==> src/rtl/hex_rate_pkg.sv <==
// -----------------------------------------------------------------------------
// hex_rate_pkg
// Shared definitions for the hex rate sequencer:
//   - state_t   : sequencer FSM states (IDLE, RUN, PAUSE)
//   - period()  : cycles per tick for a 2-bit rate select at a given clock rate
//   - SEG_*     : active-low 7-segment patterns, bit0 = segment a .. bit6 = g
// -----------------------------------------------------------------------------
package hex_rate_pkg;

    typedef enum logic [1:0] {
        IDLE  = 2'd0,
        RUN   = 2'd1,
        PAUSE = 2'd2
    } state_t;

    // 00 = every cycle, 01 = 1x, 10 = 2x, 11 = 4x the clock rate.
    function automatic logic [31:0] period(input logic [1:0] sel,
                                           input int unsigned clk_hz);
        logic [31:0] p;
        case (sel)
            2'b00:   p = 32'd1;
            2'b01:   p = clk_hz;
            2'b10:   p = clk_hz * 32'd2;
            default: p = clk_hz * 32'd4;
        endcase
        return p;
    endfunction

    localparam logic [6:0] SEG_0 = 7'b1000000;
    localparam logic [6:0] SEG_1 = 7'b1111001;
    localparam logic [6:0] SEG_2 = 7'b0100100;
    localparam logic [6:0] SEG_3 = 7'b0110000;
    localparam logic [6:0] SEG_4 = 7'b0011001;
    localparam logic [6:0] SEG_5 = 7'b0010010;
    localparam logic [6:0] SEG_6 = 7'b0000010;
    localparam logic [6:0] SEG_7 = 7'b1111000;
    localparam logic [6:0] SEG_8 = 7'b0000000;
    localparam logic [6:0] SEG_9 = 7'b0010000;
    localparam logic [6:0] SEG_A = 7'b0001000;
    localparam logic [6:0] SEG_B = 7'b0000011;
    localparam logic [6:0] SEG_C = 7'b1000110;
    localparam logic [6:0] SEG_D = 7'b0100001;
    localparam logic [6:0] SEG_E = 7'b0000110;
    localparam logic [6:0] SEG_F = 7'b0001110;

endpackage

==> src/rtl/seg7_decode.sv <==
// -----------------------------------------------------------------------------
// seg7_decode
// Purely combinational hex digit to active-low 7-segment decoder.
// Ports:
//   i_digit  in  4  hex value to display
//   o_seg    out 7  active-low segments, bit0 = a .. bit6 = g
// -----------------------------------------------------------------------------
module seg7_decode
    import hex_rate_pkg::*;
(
    input  logic [3:0] i_digit,
    output logic [6:0] o_seg
);

    always_comb begin
        o_seg = SEG_0;
        case (i_digit)
            4'h0: o_seg = SEG_0;
            4'h1: o_seg = SEG_1;
            4'h2: o_seg = SEG_2;
            4'h3: o_seg = SEG_3;
            4'h4: o_seg = SEG_4;
            4'h5: o_seg = SEG_5;
            4'h6: o_seg = SEG_6;
            4'h7: o_seg = SEG_7;
            4'h8: o_seg = SEG_8;
            4'h9: o_seg = SEG_9;
            4'hA: o_seg = SEG_A;
            4'hB: o_seg = SEG_B;
            4'hC: o_seg = SEG_C;
            4'hD: o_seg = SEG_D;
            4'hE: o_seg = SEG_E;
            default: o_seg = SEG_F;
        endcase
    end

endmodule

==> src/rtl/hex_rate_sequencer.sv <==
// -----------------------------------------------------------------------------
// hex_rate_sequencer
// Run/pause/clear controller for a rate divider and a 4-bit up/down hex digit
// driving one 7-segment display. Rate changes only take effect when the
// divider reloads at a tick, so a period in progress is never altered.
//
// Ports:
//   CLOCK_50   in  1  system clock
//   Reset      in  1  synchronous active-high reset
//   speed_sel  in  2  tick period select (00=1, 01=1x, 10=2x, 11=4x CLK_HZ)
//   start      in  1  run / resume (level)
//   stop       in  1  pause (level)
//   clear      in  1  back to idle, digit to 0 (level)
//   up_down    in  1  1 = count up, 0 = count down
//   digit      out 4  current hex value
//   tick       out 1  registered pulse on the cycle digit updates
//   running    out 1  registered, high in RUN
//   HEX0       out 7  active-low segments for digit
//
// state | meaning
// ------+-------------------------------------------------------------
// IDLE  | stopped, waiting for start; divider cleared
// RUN   | divider counting down, tick + digit update when it hits 0
// PAUSE | divider and digit frozen; start resumes without reload
// -----------------------------------------------------------------------------
module hex_rate_sequencer
    import hex_rate_pkg::*;
#(
    parameter int unsigned CLK_HZ = 50000000,
    parameter int          CNT_W  = 28
) (
    input  logic       CLOCK_50,
    input  logic       Reset,
    input  logic [1:0] speed_sel,
    input  logic       start,
    input  logic       stop,
    input  logic       clear,
    input  logic       up_down,
    output logic [3:0] digit,
    output logic       tick,
    output logic       running,
    output logic [6:0] HEX0
);

    localparam logic [CNT_W-1:0] ONE = 1;

    state_t           r_state;
    logic [CNT_W-1:0] r_divider;
    logic [1:0]       r_active_sel;
    logic [3:0]       r_digit;
    logic             r_tick;
    logic             r_running;

    logic [CNT_W-1:0] w_reload;
    logic             w_div_zero;

    // Reload always comes from the live select: a change made mid-period or
    // while paused is picked up at the next reload only.
    assign w_reload = CNT_W'(period(speed_sel, CLK_HZ) - 32'd1);

    // The single-cycle rate keeps the divider parked at 0, so every RUN cycle
    // is a terminal count.
    assign w_div_zero = (r_divider == '0) || (r_active_sel == 2'b00);

    always_ff @(posedge CLOCK_50) begin
        if (Reset) begin
            r_state      <= IDLE;
            r_divider    <= '0;
            r_active_sel <= 2'b00;
            r_digit      <= 4'h0;
            r_tick       <= 1'b0;
            r_running    <= 1'b0;
        end else begin
            r_tick <= 1'b0;
            if (clear) begin
                r_state   <= IDLE;
                r_digit   <= 4'h0;
                r_divider <= '0;
                r_running <= 1'b0;
            end else begin
                case (r_state)
                    IDLE: begin
                        if (!stop && start) begin
                            r_state      <= RUN;
                            r_running    <= 1'b1;
                            r_active_sel <= speed_sel;
                            r_divider    <= w_reload;
                        end
                    end
                    RUN: begin
                        if (stop) begin
                            r_state   <= PAUSE;
                            r_running <= 1'b0;
                        end else if (w_div_zero) begin
                            r_tick       <= 1'b1;
                            r_digit      <= up_down ? (r_digit + 4'd1)
                                                    : (r_digit - 4'd1);
                            r_active_sel <= speed_sel;
                            r_divider    <= w_reload;
                        end else begin
                            r_divider <= r_divider - ONE;
                        end
                    end
                    PAUSE: begin
                        if (!stop && start) begin
                            r_state   <= RUN;
                            r_running <= 1'b1;
                        end
                    end
                    default: begin
                        r_state   <= IDLE;
                        r_running <= 1'b0;
                    end
                endcase
            end
        end
    end

    assign digit   = r_digit;
    assign tick    = r_tick;
    assign running = r_running;

    seg7_decode u_seg7 (
        .i_digit (r_digit),
        .o_seg   (HEX0)
    );

endmodule

==> config.mk <==
export PLATFORM = sky130hd
export DESIGN_NAME = hex_rate_sequencer
export DESIGN_NICKNAME = d
export VERILOG_FILES = /design/src/rtl/hex_rate_pkg.sv /design/src/rtl/seg7_decode.sv /design/src/rtl/hex_rate_sequencer.sv
export SDC_FILE = /design/constraint.sdc
export NUM_CORES = 1
export LEC_CHECK = 0
export ABC_AREA = 1
export BUFFER_PORTS_ARGS = -buffer_cell sky130_fd_sc_hd__buf_2
export CAP_MARGIN = 25
export CORE_MARGIN = 3
export CORE_UTILIZATION = 55
export DETAILED_ROUTE_END_ITERATION = 6
export GPL_TIMING_DRIVEN = 0
export HOLD_SLACK_MARGIN = 0.03
export PLACE_DENSITY_LB_ADDON = 0.25
export SLEW_MARGIN = 20
export SYNTH_ARGS = -nofsm -noshare
export SYNTH_HDL_FRONTEND = slang
export SYNTH_SLANG_ARGS = --single-unit
export TNS_END_PERCENT = 5
==> constraint.sdc <==
create_clock -name CLOCK_50 -period 2.05 [get_ports CLOCK_50]
set_input_delay 0.1025 -clock CLOCK_50 [delete_from_list [all_inputs] [get_ports CLOCK_50]]
set_output_delay 0.1025 -clock CLOCK_50 [all_outputs]
set_load 0.01 [all_outputs]
==> metrics.md <==
| Metric | Value |
|---|---|
| Vias in the first global route | `2890` |
| Peak supply drop | `0.378 mV` |
| Final Max Tran Viols | `0` |
| Count leader, synth | `nand2_1` |
| R2R setup slack | `-0.09 ns` |
| DRC | `0` |
| Via count | `3074` |
| Psw | `725 uW` |
| Slowest-stage cell, CP | `dfxtp_1` |
| Fin cells | `550` |
| Final setup viols | `11` |
| DRT Wirelength | `8270 um` |
| Worst path max stage delay | `0.35 ns` |
| Post-synthesis cell type count | `31` |
| Routed len/inst | `15.0 um` |
| Total congestion overflow | `0` |
| Area Growth Syn to Fin | `24.3%` |
| Post-synthesis async set-or-reset flop share | `0%` |
| Seq cells post-synth | `44` |
| Reg-to-Reg Start | `r_divider[22]$_SDFFE_PP0P_` |
| Top FF cell, synth | `dfxtp_1` |
| Post-DP HPWL | `5360 um` |
| Slew headroom | `55.7%` |
| Startpoint types | `register` |
| H-tree Lvls | `2` |
| Share of the yosys chip area belonging to registers | `30.1%` |
| Max Clk Rate | `467 MHz` |
| Die area | `6230 sq um` |
| Top cells by instance count after synthesis | `nand2_1 (109), inv_1 (50), dfxtp_1 (44)` |
| Hold Fails Final Rpt | `0` |
| Total GRT Usage | `27.4%` |
| Post-Syn Instances | `434` |
| Crit Path Category | `reg2reg` |
| Worst r2r path cells | `14` |
| Clock network power share | `33.2%` |
| Worst-path cell chain | `nor2_2, nand2_2, nor2_4, nand2_2, o21ai_4, nand2_4, nand2_4, nand3_4, inv_4, ha_4, inv_2, nand4_1, nand3_1, nand2_1` |
| P_int | `1.53 mW` |
| Antenna viol nets, final | `0` |
| Largest net degree at the start of global routing | `14` |
| Clock Pin Slew Worst Setup and Hold Paths | `0.09 ns` |
| Clock sinks | `44` |
| Vias per cell | `5.59` |
| Switching Share | `32.1%` |
| Share of power burned in registers | `40.5%` |
| Pwr dens | `621 nW/um^2` |
| Post-synth EDFFs | `0` |
| Final period demand of the worst path | `2.14 ns` |
| Crit path launch | `r_divider[22]$_SDFFE_PP0P_` |
| MaxCap Viol Count | `0` |
| Critical path capture point type | `register` |
| Ys Warns | `0` |
| WP data arrival | `2.34 ns` |
| Placed Area | `3120 sq um` |
| Width of the die | `78.9 um` |
| Buffers on Ports | `20` |
| IO Pins | `21` |
| Clock tree buffer depth | `2` |
| Root Driver | `clkbuf_8` |
| Final worst-path cycle share | `104%` |
| Critical Path RT | `2.25 ns` |
| Worst-margin pin slew | `0.663 ns` |
| Leakage | `1.77 nW` |
| FP Rows | `25` |
| RSZ-0062 raised after global routing | `yes` |
| Share of layout cells above drive strength 1 | `26.1%` |
| Failing checks | `negative setup slack` |
| Initial antenna violation count | `0` |
| Filler cell count | `389` |
| Comb pwr share | `26.3%` |
| First-pass GRT wire length | `13700 um` |
| Synth top area share | `30.1%` |
| First DRT Iteration DRCs | `273` |
| Reg-to-reg critical path endpoint | `u_seg7.o_seg[3]$_DFF_P_` |
| Critical Path End | `u_seg7.o_seg[3]$_DFF_P_` |
| Mapped Nets | `458` |
| Clk_lat worst skew | `0.31 ns` |
| Skew final | `0.0119 ns` |
| Fin nets | `506` |
| Placed Cells | `521` |
| Synth area leaders | `dfxtp_1 (30%), nand2_1 (14%), ha_1 (6.4%)` |
| CTS buffer count | `5` |
| Die H | `78.9 um` |
| Drt pass-1 iters | `7` |
| Tightest Hold Check Type | `in2reg` |
| Worst hold path cell count | `3` |
| Syn Area/Cell | `6.74 sq um` |
| Diodes inserted | `0` |
| Status | `finished with violations` |
| Initial core utilization | `59.2%` |
| Final Util | `73.6%` |
| Final WS setup | `-0.0891 ns` |
| Critical path fanouts, max | `4` |
| TritonCTS clock tree | `yes` |
| CORE AREA | `4940 sq um` |
| Design Area, Final | `3640 sq um` |
| Synthesized cell area | `2930 sq um` |
| Placer Congestion | `0.978` |
| Yosys top cell by area | `dfxtp_1` |
==> cells in the final DEF (no fill, tap or decap), types with 12 or more instances in the layout <==
cell     synthesis  routed
nand2_1        109     102
inv_1           50      45
nor2_1          42      34
a21oi_1         32      32
nand3_1         31      27
dfxtp_1         44      27
buf_2            3      23
o21ai_0         21      21
buf_4            0      18
nor2_4           3      15
xor2_1          12      12
dfxtp_2          0      12
==> flip-flops by register name, summed over array words and instances (netlist names) <==
name,flops
digit,4
r_active_sel,2
r_divider,28
r_state,1
running,1
tick,1
u_seg7.o_seg,7
==> routing by layer <==
layer | vias up | wire [um] | global-route usage (%)
li1 | 1492 | - | -
met1 | 1458 | 3650 | 35.2
met2 | 104 | 4060 | 46.3
met3 | 20 | 379 | 3.63
met4 | 0 | 179 | 10.8
met5 | - | 0 | 0
==> layout make-up <==
class / instances / area, sq um / share of cell area [%]
repair buffers: 41 / 268 / 7.36
flip-flops and latches: 44 / 915 / 25.1
inverters: 53 / 205 / 5.64
clock inverters: 1 / 30.0 / 0.826
plain buffers: 9 / 37.5 / 1.03
clock buffers: 7 / 96.3 / 2.65
multi-input cells: 328 / 2000 / 55.0
well taps: 67 / 83.8 / 2.30
==> through the flow <==
stage	hold slack [ns]	setup WS [ns]	setup TNS [ns]	power (mW)
after floorplan	0.172	-0.00903	-0.00903	1.32
after global placement	0.311	-0.356	-2.00	1.42
after detailed placement	0.317	-0.379	-2.15	1.42
after CTS	0.105	-0.0162	-0.0162	2.21
after global routing	0.127	-0.208	-1.68	2.36
final	0.110	-0.0891	-0.522	2.26
==> cells by family (layout without fill, tap and decap cells) <==
kind of cell | Yosys count | in the layout | share of synthesized area, %
AO/OA/AOI/OAI | 66 | 66 | 12.6
XOR/XNOR | 22 | 22 | 6.59
adder cells (fa/ha/maj) | 16 | 16 | 7.10
buffers and inverters | 62 | 111 | 8.13
flip-flops | 44 | 44 | 30.1
AND/OR/NAND/NOR | 224 | 224 | 35.5
==> how the worst min path moves through the flow <==
stage                                         endpoint    startpoint  slack (ns)
after global routing      r_active_sel[1]$_SDFFE_PP0P_  speed_sel[1]        0.13
final                     r_active_sel[0]$_SDFFE_PP0P_  speed_sel[0]        0.11
after floorplan           r_active_sel[0]$_SDFFE_PP0P_         Reset        0.17
after detailed placement  r_active_sel[0]$_SDFFE_PP0P_         Reset        0.32
after CTS                 r_active_sel[0]$_SDFFE_PP0P_  speed_sel[0]        0.11
after global placement    r_active_sel[0]$_SDFFE_PP0P_         Reset        0.31
==> critical path: cells and delay by family, from the launching register on <==
kind | cells | cell delay, ns
simple gates | 10 | 1.02
flops | 1 | 0.35
compound gates | 1 | 0.25
fa+ha+maj | 1 | 0.21
buf+inv | 2 | 0.19
==> repair_timing <==
item | 4_1_cts | 5_1_grt
setup endpoints to repair | 7 | 25
endpoints found under the hold margin | 2 | 0
pin swaps | 24 | 20
resized for setup | 38 | 32
hold buffers | 1 | 0
setup buffers | 16 | 4
==> power by group through the flow <==
stage / logic (mW) / clock network, mW / registers, mW
after floorplan: 0.392 / 0 / 0.924
after global placement: 0.489 / 0 / 0.927
after detailed placement: 0.496 / 0 / 0.928
after global routing: 0.659 / 0.786 / 0.918
after CTS: 0.545 / 0.752 / 0.911
final: 0.594 / 0.750 / 0.914
Power figures use the tool's default switching activity.
